[config.mk]
export PLATFORM = sky130hd
export DESIGN_NAME = uart_transmitter
export DESIGN_NICKNAME = d
export VERILOG_FILES = /design/src/rtl/uart_transmitter.sv
export SDC_FILE = /design/constraint.sdc
export NUM_CORES = 1
export LEC_CHECK = 0
export BUFFER_PORTS_ARGS = -buffer_cell sky130_fd_sc_hd__clkbuf_2
export CORE_MARGIN = 4
export CORE_UTILIZATION = 45
export CTS_CLUSTER_SIZE = 28
export DETAILED_ROUTE_END_ITERATION = 12
export SETUP_SLACK_MARGIN = 0.15
export SYNTH_ARGS = -nofsm -noshare
export SYNTH_HDL_FRONTEND = slang
export SYNTH_SLANG_ARGS = --single-unit
[constraint.sdc]
create_clock -name clk -period 2.07 [get_ports clk]
set_input_delay 0.1035 -clock clk [delete_from_list [all_inputs] [get_ports clk]]
set_output_delay 0.1035 -clock clk [all_outputs]
set_load 0.05 [all_outputs]
[src/rtl/uart_transmitter.sv]
// ---------------------------------------------------------------------------
// uart_transmitter
//
// Serialises parallel words onto an asynchronous serial line. Each frame is one
// start bit (0), FRAME_DATA_LENGTH data bits and one stop bit (1). Every bit is
// held for CLKS_PER_BIT clock cycles. A one-word holding register lets the
// next word be queued while a frame is on the line, so frames can follow each
// other with no idle gap.
//
// Parameters
//   NATIVE_CLK_FREQUENCY  clk frequency in Hz
//   BAUDRATE              line bit rate; CLKS_PER_BIT = NATIVE_CLK_FREQUENCY / BAUDRATE
//   FRAME_DATA_LENGTH     data bits per frame
//   BIG_ENDIAN            0 = LSB first on the line, 1 = MSB first
//
// Ports
//   clk      in   single clock, rising edge
//   reset_n  in   asynchronous active-low reset
//   data_in  in   word to transmit (bit 0 is the numeric LSB)
//   send     in   request; accepted on a rising edge where send && ready
//   ready    out  high when a word can be accepted this cycle
//   tx       out  registered serial line, idle high
//   busy     out  high while a frame is on the line or a word is queued
// ---------------------------------------------------------------------------
module uart_transmitter #(
    parameter int NATIVE_CLK_FREQUENCY = 1000000000,
    parameter int BAUDRATE             = 9600,
    parameter int FRAME_DATA_LENGTH    = 8,
    parameter int BIG_ENDIAN           = 0
) (
    input  logic                         clk,
    input  logic                         reset_n,
    input  logic [FRAME_DATA_LENGTH-1:0] data_in,
    input  logic                         send,
    output logic                         ready,
    output logic                         tx,
    output logic                         busy
);

    localparam int CLKS_PER_BIT = NATIVE_CLK_FREQUENCY / BAUDRATE;
    localparam int CNT_W        = (CLKS_PER_BIT > 1) ? $clog2(CLKS_PER_BIT) : 1;
    localparam int IDX_W        = $clog2(FRAME_DATA_LENGTH + 1);

    localparam logic [CNT_W-1:0] CNT_LAST = CNT_W'(CLKS_PER_BIT - 1);
    localparam logic [IDX_W-1:0] IDX_LAST = IDX_W'(FRAME_DATA_LENGTH - 1);

    typedef enum logic [1:0] {
        IDLE  = 2'd0,
        START = 2'd1,
        DATA  = 2'd2,
        STOP  = 2'd3
    } state_t;

    state_t                         state;
    logic [CNT_W-1:0]               baud_cnt;
    logic [IDX_W-1:0]               bit_idx;
    logic [FRAME_DATA_LENGTH-1:0]   shift_reg;
    logic [FRAME_DATA_LENGTH-1:0]   hold_reg;
    logic                           hold_full;

    logic                           accept;
    logic                           baud_done;
    logic                           direct_load;
    logic [FRAME_DATA_LENGTH-1:0]   shift_next;

    // The bit that goes on the line next is always at the "head" end of the
    // shift register; which end that is depends on the transmission order.
    function automatic logic head_bit(input logic [FRAME_DATA_LENGTH-1:0] v);
        return (BIG_ENDIAN != 0) ? v[FRAME_DATA_LENGTH-1] : v[0];
    endfunction

    // Handshake and bit-timing helpers. A word bypasses the holding register
    // when the line is idle, or when it arrives on the very edge that ends a
    // stop bit with nothing queued, so it is neither lost nor delayed.
    assign ready       = ~hold_full;
    assign accept      = send & ready;
    assign baud_done   = (baud_cnt == CNT_LAST);
    assign direct_load = (state == IDLE) || ((state == STOP) && baud_done);
    assign shift_next  = (BIG_ENDIAN != 0) ? (shift_reg << 1) : (shift_reg >> 1);
    assign busy        = (state != IDLE) || hold_full;

    // Frame sequencer: walks IDLE -> START -> DATA -> STOP, holding each bit for
    // CLKS_PER_BIT cycles. tx is registered and always set together with the
    // state it belongs to, so the line changes on the same edge as the state.
    // The holding register is written at the bottom for accepts that cannot
    // go straight into the shift register.
    always_ff @(posedge clk or negedge reset_n) begin
        if (!reset_n) begin
            state     <= IDLE;
            tx        <= 1'b1;
            baud_cnt  <= '0;
            bit_idx   <= '0;
            shift_reg <= '0;
            hold_reg  <= '0;
            hold_full <= 1'b0;
        end else begin
            case (state)
                IDLE: begin
                    baud_cnt <= '0;
                    bit_idx  <= '0;
                    tx       <= 1'b1;
                    if (accept) begin
                        shift_reg <= data_in;
                        state     <= START;
                        tx        <= 1'b0;
                    end
                end

                START: begin
                    if (baud_done) begin
                        baud_cnt <= '0;
                        bit_idx  <= '0;
                        tx       <= head_bit(shift_reg);
                        state    <= DATA;
                    end else begin
                        baud_cnt <= baud_cnt + 1'b1;
                    end
                end

                DATA: begin
                    if (baud_done) begin
                        baud_cnt <= '0;
                        if (bit_idx == IDX_LAST) begin
                            bit_idx <= '0;
                            tx      <= 1'b1;
                            state   <= STOP;
                        end else begin
                            bit_idx   <= bit_idx + 1'b1;
                            shift_reg <= shift_next;
                            tx        <= head_bit(shift_next);
                        end
                    end else begin
                        baud_cnt <= baud_cnt + 1'b1;
                    end
                end

                STOP: begin
                    if (baud_done) begin
                        baud_cnt <= '0;
                        if (hold_full) begin
                            shift_reg <= hold_reg;
                            hold_full <= 1'b0;
                            tx        <= 1'b0;
                            state     <= START;
                        end else if (accept) begin
                            shift_reg <= data_in;
                            tx        <= 1'b0;
                            state     <= START;
                        end else begin
                            tx    <= 1'b1;
                            state <= IDLE;
                        end
                    end else begin
                        baud_cnt <= baud_cnt + 1'b1;
                    end
                end

                default: begin
                    tx    <= 1'b1;
                    state <= IDLE;
                end
            endcase

            if (accept && !direct_load) begin
                hold_reg  <= data_in;
                hold_full <= 1'b1;
            end
        end
    end

endmodule

# Yosys cells after proc, flatten, opt, wreduce, memory -nomap -nowiden

Cells that the tools add are included.

Add/sub/neg operators: 2
Equal/unequal tests: 11
Mux-type cells: 30
Bitwise operators: 2
Reductions and logical operators: 17

Operators by type and width:

| operator                                            | count |
|---|---|
| 2-to-1 mux 8 bit                                    | 5 |
| case mux 17 bit (2 select lines)                    | 1 |
| case mux 8 bit (3 select lines)                     | 1 |
| adder 17 x 1 -> 17 bit, second input constant       | 1 |
| equality test 17 bit, second input constant         | 1 |
| 2-to-1 mux 17 bit                                   | 1 |
| 2-to-1 mux 4 bit                                    | 3 |
| inequality test 2 bit, second input constant        | 6 |
| case mux 4 bit (3 select lines)                     | 1 |
| 2-to-1 mux 1 bit                                    | 11 |
| 2-to-1 mux 2 bit                                    | 5 |
| case mux 2 bit (4 select lines)                     | 1 |
| AND reduction 3 bit                                 | 2 |
| nonzero test 2 bit                                  | 3 |
| nonzero test 3 bit                                  | 2 |
| AND reduction 5 bit                                 | 1 |
| adder 4 x 1 -> 4 bit, second input constant         | 1 |
| equality test 2 bit, second input constant          | 2 |
| equality test 4 x 3 -> 1 bit, second input constant | 1 |
| case mux 1 bit (4 select lines)                     | 1 |
| AND reduction 4 bit                                 | 1 |
| OR reduction 3 bit                                  | 1 |
| equality test 2 x 1 -> 1 bit, second input constant | 1 |
| logical AND 1 bit                                   | 2 |
| other kinds (6)                                     | 7 |

Register bits after elaboration: 41
Bits of input ports: 11

# Longest topological paths before layout

Gate-level depths: netlist of run 1.

Depth after elaboration: 7
Depth in mapped cells: 8

# Least setup slack after synthesis of run 1

No wires, ideal clock.

Path type: reg-to-reg
From: register baud_cnt[11]
To: register state[1]
Setup time: 0.125 ns
Arrival: 1.882 ns
Path slack: 0.063 ns
Cell stages (with the launch flop): 7
Period minus slack after synthesis: 2.007 ns
Cell sequence: dfrtp_1 buf_6 or4b_1 nor4_4 buf_6 o211ai_4 mux2_4

Longest elaborated chain between the ends: 3

Ends and longest elaborated chain:

| what                            | RTL line | text |
|---|---|---|
| from (decl)                     | 55       | `logic [CNT_W-1:0] baud_cnt;` |
| from (signal assigned)          | 116      | `baud_cnt <= baud_cnt + 1'b1;` |
| from (signal assigned)          | 133      | `baud_cnt <= baud_cnt + 1'b1;` |
| from (signal assigned)          | 154      | `baud_cnt <= baud_cnt + 1'b1;` |
| equality test 17 bit *          | 77       | `assign baud_done = (baud_cnt == CNT_LAST);` |
| inequality test 2 bit (no line) | n/a      |  |
| AND reduction 5 bit (no line) * | n/a      |  |
| to (signal assigned)            | 89       | `state <= IDLE;` |
| to (signal assigned)            | 104      | `state <= START;` |
| to (signal assigned)            | 114      | `state <= DATA;` |
| to (decl)                       | 54       | `state_t state;` |

Every way passes the cells marked *; elsewhere a longest branch is shown, timed or not.
A chain may end at the register's enable or synchronous reset.

# Final worst setup path of run 1

From: register baud_cnt[1]
To: register state[1]

The elaborated chain is that of the path after synthesis.

==> flow_metrics.py, run 1 <==
metrics = {
    "routing": {
        "avgRoutedWirePerCell_um": 15.9,
        "wl_um": 4800,
        "num_vias": 1742,
        "dr.pass1.iters": 5,
        "vias_per_cell": 5.77,
        "drc_errors": 0,
        "drtIter0Drc": 85,
        "ant_nets": 0,
    },
    "sta": {
        "worst_slack_ns": 0.0489,
        "clock.fmax_mhz": 495,
        "setup_viol": 0,
        "finalHoldViolCount": 0,
        "min_period_ns": 2.02,
        "slew_viol_final": 0,
        "fin_crit_sh_pct": 97.6,
        "worst_slew_pin_slew_ns": 0.587,
        "slew_headroom_pct": 60.5,
        "final.setup_skew_ns": 0.00833,
        "grt_setup_unrepaired": "yes",
        "hold_ws_ns": 0.0576,
    },
    "power_and_ir_drop": {
        "p_per_area_nw_per_um2": 558,
        "leakage_nw": 1.07,
        "vdd_drop_max_uv": 467,
    },
    "global_routing": {
        "groute.usage.overall_pct": 17.6,
        "antenna_found_initial": 0,
        "grt_pass1_vias": 1784,
        "grt_start_max_net_pins": 42,
        "grt_pass1_wl_um": 8620,
        "grt-ovfl-total": 0,
    },
    "cells_and_area": {
        "fin_util_pct": 54.4,
        "final-seq-area_um2": 1030,
        "fillers": 430,
        "final_area_um2": 2590,
        "syn_to_final_growth_pct": 16.5,
        "drive_above_1_share_pct": 27.7,
        "num_antenna_cells": 0,
        "multi_input_area_um2": 1150,
        "largest_register_ffs": 17,
        "fin_nets": 253,
    },
    "cts": {
        "cts_sinks": 41,
        "cts_root_buffer": "clkbuf_8",
        "htreeDepth": 2,
        "insertion_delay_ns": 0.30,
        "tritoncts": "done",
        "cts_buffer_depth": 2,
        "cts_buffers": 5,
        "clk_pin_slew_ns": 0.09,
    },
    "worst_hold_path": {
        "hold_end": "hold_reg[3]$_DFFE_PN0P_",
        "worstHoldPathCells": 2,
        "min_from": "data_in[3]",
        "worstHoldPathType": "in -> reg",
    },
    "setup_path": {
        "cp.arrival_ns": 2.20,
        "critPathKind": "reg -> reg",
        "crit_start": "baud_cnt[1]$_DFF_PN0_",
        "crit_fanout": 4,
        "reg2reg_slack_ns": 0.05,
        "r2r_cells": 7,
        "rr_endpoint": "state[1]$_DFFE_PN0P_",
        "startpoint_type": "flop",
        "required_ns": 2.25,
        "endpoint_kind": "flop",
        "r2r-start": "baud_cnt[1]$_DFF_PN0_",
    },
    "status": {
        "status": "completed",
    },
    "logic_synthesis": {
        "synth_seq_cells": 41,
        "netlist_area_um2": 2220,
        "synth_warnings": 0,
        "ys_seq_area_share_pct": 46.3,
        "synth_cell_types": 49,
        "syn_inst": 205,
        "syn_nets": 224,
        "syn_avg_cell_area_um2": 10.8,
    },
    "placement": {
        "pre_cts_slack_ns": 0.0234,
        "dpl_cell_area_um2": 2450,
        "io_buffers": 13,
        "hpwl_um": 3400,
        "finalWeightedCongestion": 0.940,
    },
    "floorplan": {
        "die_h_um": 78.2,
        "die_area_um2": 6120,
        "initial_utilization_pct": 46.7,
        "die_x_um": 78.2,
        "core_um2": 4750,
        "ios": 14,
        "row_count": 25,
    },
    "job": {
        "maxCapViolCount": 0,
    },
}
[worst max-delay path, stage by stage (launching register included)]
cell	delay, ns
dfrtp_1	0.39
inv_1	0.06
ha_1	0.12
or4b_4	0.48
nor4_4	0.24
buf_4	0.21
o211ai_4	0.10
mux2_4	0.31
[what timing repair did]
| action | in CTS | in global routing |
|---|---|---|
| pin swaps | 1 | 1 |
| cloned | 0 | 0 |
| hold endpoints to repair | 40 | 0 |
| hold buffers | 1 | 0 |
| gates resized for setup | 4 | 5 |
| setup endpoints to repair | 35 | 40 |
| setup buffers | 1 | 0 |
[layout make-up]
class	instances	area share [%]
clock inverter	3	0.822
sequential	41	39.7
clock buffer	5	2.66
multi-input combinational	149	44.6
timing repair buffer	32	8.27
inverter	5	0.726
tap	67	3.24
[report_power, final]
group          internal, mW  switching, mW  total [mW]
clock                 0.240          0.301       0.541
combinational        0.0316         0.0283      0.0599
sequential            0.827         0.0144       0.842
total                  1.10          0.344        1.44
[logic make-up after synthesis]
kind of cell | synth area share (%)
AO/OA/AOI/OAI | 16.0
XOR/XNOR | 5.13
adder cells (fa/ha/maj) | 4.51
buffers and inverters | 3.44
flip-flops | 46.3
multiplexers | 6.60
AND/OR/NAND/NOR | 18.1
[worst max path at each step]
| stage | endpoint | cells after the start |
|---|---|---|
| final | state[1]$_DFFE_PN0P_ | 7 |
| after global routing | state[1]$_DFFE_PN0P_ | 7 |
| after CTS | state[1]$_DFFE_PN0P_ | 7 |
| after detailed placement | shift_reg[4]$_DFFE_PN0P_ | 7 |
| after global placement | baud_cnt[13]$_DFF_PN0_ | 7 |
| after floorplan | state[1]$_DFFE_PN0P_ | 7 |
[through the flow]
step / power, mW / std cells / TNS (ns)
after floorplan: 0.881 / 205 / 0
after global placement: 0.914 / 292 / 0
after detailed placement: 0.918 / 292 / 0
after CTS: 1.47 / 302 / 0
after global routing: 1.51 / 302 / -0.294
final: 1.44 / 302 / 0
[metal layers]
metal,vias up,GRT usage (%),share of wire (%)
li1,828,-,-
met1,855,24.3,46
met2,53,27.6,48
met3,6,3.90,4.9
met4,0,5.59,1.3
met5,-,0,0
[cell usage after synthesis, drive strengths merged]
master | instances | area share [%]
or2 | 3 | 0.85
nand2b | 3 | 0.85
xor2 | 6 | 2.4
and4 | 1 | 0.39
buf | 4 | 1.6
xnor2 | 7 | 2.8
o2bb2ai | 9 | 3.6
nand4b | 1 | 0.39
o21ai | 9 | 2.2
mux2i | 3 | 1.4
a211oi | 1 | 0.56
o41a | 1 | 0.51
and2 | 1 | 0.28
a32oi | 1 | 0.39
or4 | 1 | 0.34
or3 | 2 | 0.56
a221oi | 1 | 0.39
nor3 | 4 | 0.90
o211ai | 4 | 2.2
nand3 | 8 | 1.8
nor2 | 19 | 3.2
a21o | 1 | 0.39
nor4 | 5 | 2.1
and3 | 2 | 0.56
inv | 5 | 0.85
and3b | 1 | 0.39
or4b | 2 | 0.90
o21bai | 1 | 0.34
mux2 | 10 | 5.2
clkbuf | 6 | 1.0
o221ai | 1 | 0.39
nor2b | 3 | 0.85
ha | 8 | 4.5
a22oi | 2 | 0.68
a21oi | 4 | 0.90
dfstp | 1 | 1.2
a22o | 1 | 0.39
nand2 | 7 | 1.2
o31ai | 1 | 0.34
a222oi | 6 | 2.7
dfrtp | 40 | 45
nand4 | 9 | 2.5
[placed cells by master (no fill, tap or decap), drive strengths merged, types with 2 or more instances in the layout]
cell type	Yosys	layout
nand2b	3	3
nor4	5	5
dfrtp	40	40
inv	5	6
nor2b	3	3
nand4	9	9
or3	2	2
clkbuf	6	18
ha	8	8
nand3	8	8
nor2	19	19
and3	2	2
o211ai	4	4
mux2i	3	3
a222oi	6	6
or2	3	3
mux2	10	10
xor2	6	6
a22oi	2	2
nand2	7	7
o21ai	9	9
o2bb2ai	9	9
nor3	4	4
buf	4	18
xnor2	7	7
a21oi	4	4
or4b	2	2
Power figures use the tool's default switching activity.
==> run 2: changes to the inputs <==
--- a/config.mk
+++ b/config.mk
@@ -6,9 +6,7 @@
 export NUM_CORES = 1
 export LEC_CHECK = 0
 export BUFFER_PORTS_ARGS = -buffer_cell sky130_fd_sc_hd__clkbuf_2
-export CORE_MARGIN = 4
 export CORE_UTILIZATION = 45
-export CTS_CLUSTER_SIZE = 28
 export DETAILED_ROUTE_END_ITERATION = 12
 export SETUP_SLACK_MARGIN = 0.15
 export SYNTH_ARGS = -nofsm -noshare
==> flow_metrics.py, run 2 (synthesized netlist as in run 1, its figures left out) <==
metrics = {
    "worst_hold_path": {
        "worstHoldPathType": "in -> reg",
        "min_from": "data_in[3]",
        "worstHoldPathCells": 2,
        "hold_end": "hold_reg[3]$_DFFE_PN0P_",
    },
    "routing": {
        "ant_nets": 0,
        "vias_per_cell": 5.69,
        "wl_met3_um": 272,
        "drtIter0Drc": 113,
        "drt-met1-wl_um": 2430,
        "wl_met2_um": 2420,
        "dr.pass1.iters": 6,
        "dr.max_layer_used": "met4",
        "wl_um": 5210,
        "drc_errors": 0,
        "avgRoutedWirePerCell_um": 17.0,
        "num_vias": 1748,
    },
    "setup_path": {
        "reg2reg_slack_ns": 0.09,
        "endpoint_kind": "flop",
        "cp.arrival_ns": 2.21,
        "r2r_cells": 7,
        "crit_fanout": 4,
        "critPathKind": "reg -> reg",
        "required_ns": 2.30,
        "startpoint_type": "flop",
        "r2r-start": "baud_cnt[1]$_DFF_PN0_",
        "rr_endpoint": "tx$_DFFE_PN1P_",
    },
    "cts": {
        "cts_sinks": 41,
        "cts_root_buffer": "clkbuf_8",
        "clk_pin_slew_ns": 0.08,
        "tritoncts": "done",
        "htreeDepth": 2,
        "cts_buffer_depth": 2,
        "insertion_delay_ns": 0.30,
        "cts_buffers": 5,
    },
    "sta": {
        "slew_headroom_pct": 62.4,
        "slew_viol_final": 0,
        "finalHoldViolCount": 0,
        "hold_ws_ns": 0.0496,
        "final.setup_skew_ns": 0.0119,
        "min_period_ns": 1.98,
        "setup_tns_ns": 0,
        "setup_viol": 0,
        "worst_slack_ns": 0.0915,
        "clock.fmax_mhz": 505,
        "worst_slew_pin_slew_ns": 0.563,
        "fin_crit_sh_pct": 95.6,
        "grt_setup_unrepaired": "yes",
    },
    "cells_and_area": {
        "syn_to_final_growth_pct": 21.8,
        "fin_util_pct": 57.2,
        "num_antenna_cells": 0,
        "final_cell_mix": "dfrtp_1, nor2_1, buf_4, clkbuf_2",
        "drive_above_1_share_pct": 31.3,
        "fillers": 426,
        "stdcell_count": 307,
        "fin_nets": 258,
        "final_area_um2": 2700,
        "largest_register_ffs": 17,
        "final_common_cell": "dfrtp_1",
    },
    "floorplan": {
        "core_um2": 4720,
        "die_h_um": 72.2,
        "row_count": 25,
        "die_area_um2": 5220,
        "initial_utilization_pct": 47.0,
        "die_x_um": 72.2,
        "ios": 14,
    },
    "power_and_ir_drop": {
        "leakage_nw": 1.12,
        "vdd_drop_max_uv": 324,
        "total_power_mw": 1.60,
        "p_per_area_nw_per_um2": 591,
    },
    "global_routing": {
        "antenna_found_initial": 0,
        "grt_pass1_wl_um": 8470,
        "grt_start_max_net_pins": 27,
        "grt-ovfl-total": 0,
        "grt_pass1_vias": 1782,
        "groute.usage.overall_pct": 21.3,
    },
    "placement": {
        "hpwl_um": 3470,
        "dpl.cell_count": 291,
        "io_buffers": 13,
        "finalWeightedCongestion": 0.886,
        "pre_cts_slack_ns": -0.00317,
        "dpl_cell_area_um2": 2440,
    },
    "job": {
        "maxCapViolCount": 0,
    },
    "status": {
        "status": "completed",
    },
}
run 2: worst max path at each step:
stage	cells past startpoint	startpoint	slack [ns]	endpoint
4_1_cts	7	baud_cnt[1]$_DFF_PN0_	0.07	state[1]$_DFFE_PN0P_
2_1_floorplan	7	baud_cnt[1]$_DFF_PN0_	0.10	state[1]$_DFFE_PN0P_
3_3_place_gp	7	baud_cnt[1]$_DFF_PN0_	0.08	state[1]$_DFFE_PN0P_
6_report	7	baud_cnt[1]$_DFF_PN0_	0.09	tx$_DFFE_PN1P_
5_1_grt	8	baud_cnt[1]$_DFF_PN0_	-0.02	bit_idx[0]$_DFFE_PN0P_
3_5_place_dp	7	baud_cnt[1]$_DFF_PN0_	-0.003	shift_reg[5]$_DFFE_PN0P_
run 2: critical path: stages, from the launching register on:
cell and delay [ns]:
dfrtp_1 0.38, inv_1 0.05, ha_1 0.12, or4b_4 0.48, nor4_4 0.23, buf_4 0.20, or2_4 0.12, mux2_2 0.32
run 2: metal layers:
layer,vias up,track usage (%)
li1,841,-
met1,846,29.3
met2,52,32.5
met3,9,4.31
met4,0,10.0
met5,-,0
run 2: cell type report:
class	count	area, um2	share of cell area [%]
clock inverter	2	37.5	1.39
timing repair buffer	35	244	9.02
clock buffer	6	82.6	3.05
sequential	41	1030	38.0
tap	67	83.8	3.10
inverter	5	18.8	0.694
multi-input combinational	151	1210	44.7
run 2: report_power, final:
part | internal [mW] | total, mW | leakage, nW | switching, mW
sequential | 0.828 | 0.845 | 0.521 | 0.0175
clock | 0.392 | 0.687 | 0.0574 | 0.295
combinational | 0.0356 | 0.0657 | 0.543 | 0.0301
total | 1.26 | 1.60 | 1.12 | 0.342
run 2: what timing repair did:
item	4_1_cts	5_1_grt
pin swaps	4	4
gates cloned	0	2
buffers inserted	5	0
hold buffers	1	0
endpoints found under the hold margin	14	0
resized for setup	7	10
setup endpoints to repair	20	41
==> run 3: changes to the inputs <==
--- a/config.mk
+++ b/config.mk
@@ -8,6 +8,8 @@
 export BUFFER_PORTS_ARGS = -buffer_cell sky130_fd_sc_hd__clkbuf_2
 export CORE_UTILIZATION = 45
 export DETAILED_ROUTE_END_ITERATION = 12
+export HOLD_SLACK_MARGIN = 0.15
+export PLACE_DENSITY_LB_ADDON = 0.08
 export SETUP_SLACK_MARGIN = 0.15
 export SYNTH_ARGS = -nofsm -noshare
 export SYNTH_HDL_FRONTEND = slang
==> flow_metrics.py, run 3 (synthesized netlist as in run 1, its figures left out) <==
metrics = {
    "cells_and_area": {
        "multi_input_area_um2": 1220,
        "final_cell_mix": "dfrtp_1, nor2_1, clkbuf_2, buf_4",
        "fillers": 398,
        "largest_register_ffs": 17,
        "fin_util_pct": 59.5,
        "num_antenna_cells": 0,
        "drive_above_1_share_pct": 28.4,
        "fin_nets": 261,
        "final-seq-area_um2": 1030,
        "syn_to_final_growth_pct": 26.6,
        "final_common_cell": "dfrtp_1",
        "final_area_um2": 2810,
    },
    "global_routing": {
        "grt_pass1_vias": 1843,
        "grt_pass1_wl_um": 8720,
        "grt-ovfl-total": 0,
        "groute.usage.overall_pct": 21.8,
        "grt_start_max_net_pins": 27,
        "antenna_found_initial": 0,
    },
    "routing": {
        "drtIter0Drc": 110,
        "dr.pass1.iters": 4,
        "drc_errors": 0,
        "avgRoutedWirePerCell_um": 16.9,
        "num_vias": 1820,
        "ant_nets": 0,
        "vias_per_cell": 5.87,
        "wl_um": 5250,
    },
    "floorplan": {
        "initial_utilization_pct": 47.0,
        "ios": 14,
        "row_count": 25,
        "die_h_um": 72.2,
        "core_um2": 4720,
        "die_x_um": 72.2,
        "die_area_um2": 5220,
    },
    "status": {
        "status": "completed",
    },
    "worst_hold_path": {
        "worstHoldPathType": "in -> async",
    },
    "sta": {
        "slew_viol_final": 0,
        "grt_setup_unrepaired": "yes",
        "slew_headroom_pct": 61.1,
        "finalHoldViolCount": 0,
        "clock.fmax_mhz": 504,
        "min_period_ns": 1.98,
        "fin_crit_sh_pct": 95.9,
        "setup_viol": 0,
        "worst_slew_pin_slew_ns": 0.583,
        "final.setup_skew_ns": 0.00951,
    },
    "power_and_ir_drop": {
        "leakage_nw": 1.16,
        "vdd_drop_max_uv": 440,
        "p_per_area_nw_per_um2": 603,
        "total_power_mw": 1.70,
    },
    "setup_path": {
        "endpoint_kind": "flop",
        "crit_fanout": 6,
        "required_ns": 2.25,
        "critPathKind": "reg -> reg",
        "r2r_cells": 7,
        "cp.arrival_ns": 2.16,
        "startpoint_type": "flop",
    },
    "placement": {
        "hpwl_um": 3520,
        "finalWeightedCongestion": 0.856,
        "io_buffers": 13,
        "dpl_cell_area_um2": 2440,
    },
    "cts": {
        "clk_pin_slew_ns": 0.08,
        "cts_buffer_depth": 2,
        "htreeDepth": 2,
        "insertion_delay_ns": 0.29,
        "cts_sinks": 41,
        "tritoncts": "done",
        "cts_root_buffer": "clkbuf_8",
        "cts_buffers": 5,
    },
    "job": {
        "maxCapViolCount": 0,
    },
}
[run 3: changes by cell type in the layout (fill, tap and decap cells not counted), sizes merged]
cell	previous run	this run
dlygate4sd3	1	10
buf	21	17
or2	5	3
bufinv	1	2
clkbuf	19	18
clkinv	0	1
clkinvlp	1	0
[run 3: path summary, 6_finish.rpt]
| kind | startpoint | slack [ns] | endpoint |
|---|---|---|---|
| worst max register to register | baud_cnt[1]$_DFF_PN0_ | 0.09 | state[1]$_DFFE_PN0P_ |
| worst min register to register | shift_reg[2]$_DFFE_PN0P_ | 0.51 | shift_reg[2]$_DFFE_PN0P_ |
| min in group clk | shift_reg[2]$_DFFE_PN0P_ | 0.51 | shift_reg[2]$_DFFE_PN0P_ |
| worst min-delay path | reset_n | 0.29 | bit_idx[1]$_DFFE_PN0P_ |
| max in group asynchronous | reset_n | 1.27 | baud_cnt[8]$_DFF_PN0_ |
| worst max-delay path | baud_cnt[1]$_DFF_PN0_ | 0.09 | state[1]$_DFFE_PN0P_ |
[run 3: cell type report]
class / instances / area share, %
Clock buffer: 5 / 2.45
Tap cell: 67 / 2.98
Sequential cell: 41 / 36.6
Inverter: 5 / 0.668
Clock inverter: 3 / 2.32
Timing Repair Buffer: 40 / 11.7
Multi-Input combinational cell: 149 / 43.3
[run 3: repair_timing]
| item | CTS | global route |
|---|---|---|
| endpoints found under the hold margin | 55 | 0 |
| buffers inserted | 3 | 0 |
| gates cloned | 0 | 0 |
| hold buffers | 10 | 0 |
| endpoints found under the setup margin | 19 | 40 |
| resized for setup | 5 | 20 |
| pin swaps | 2 | 3 |
[run 3: report_power, final]
group	total, mW	leakage [nW]	internal, mW	switching, mW
sequential	0.846	0.521	0.828	0.0181
clock	0.755	0.0681	0.479	0.276
combinational	0.0952	0.573	0.0595	0.0357
total	1.70	1.16	1.37	0.329
[run 3: through the flow]
step | TNS, ns | instances | setup WS [ns] | hold slack, ns
finish | 0 | 310 | 0.0856 | 0.291
global route | -0.00916 | 310 | -0.00522 | 0.323
CTS | 0 | 310 | 0.0892 | 0.296
detailed placement | 0 | 289 | 0.00694 | 0.0796
global placement | 0 | 289 | 0.0797 | 0.0638
floorplan | 0 | 205 | 0.100 | -0.192
[run 3: critical path, cell delays in order (launching register included)]
cell and delay, ns:
dfrtp_1 0.38, inv_1 0.06, ha_1 0.12, or4b_4 0.48, nor4_4 0.23, buf_6 0.20, o211ai_4 0.10, mux2_4 0.31
[run 3: layer usage]
| layer | GRT usage, % | wire length (um) | vias to the layer above | share of wire [%] |
|---|---|---|---|---|
| li1 | - | - | 849 | - |
| met1 | 29.6 | 2430 | 910 | 46 |
| met2 | 34.1 | 2520 | 51 | 48 |
| met3 | 5.00 | 216 | 10 | 4.1 |
| met4 | 8.71 | 82 | 0 | 1.6 |
| met5 | 0 | 0 | - | 0 |
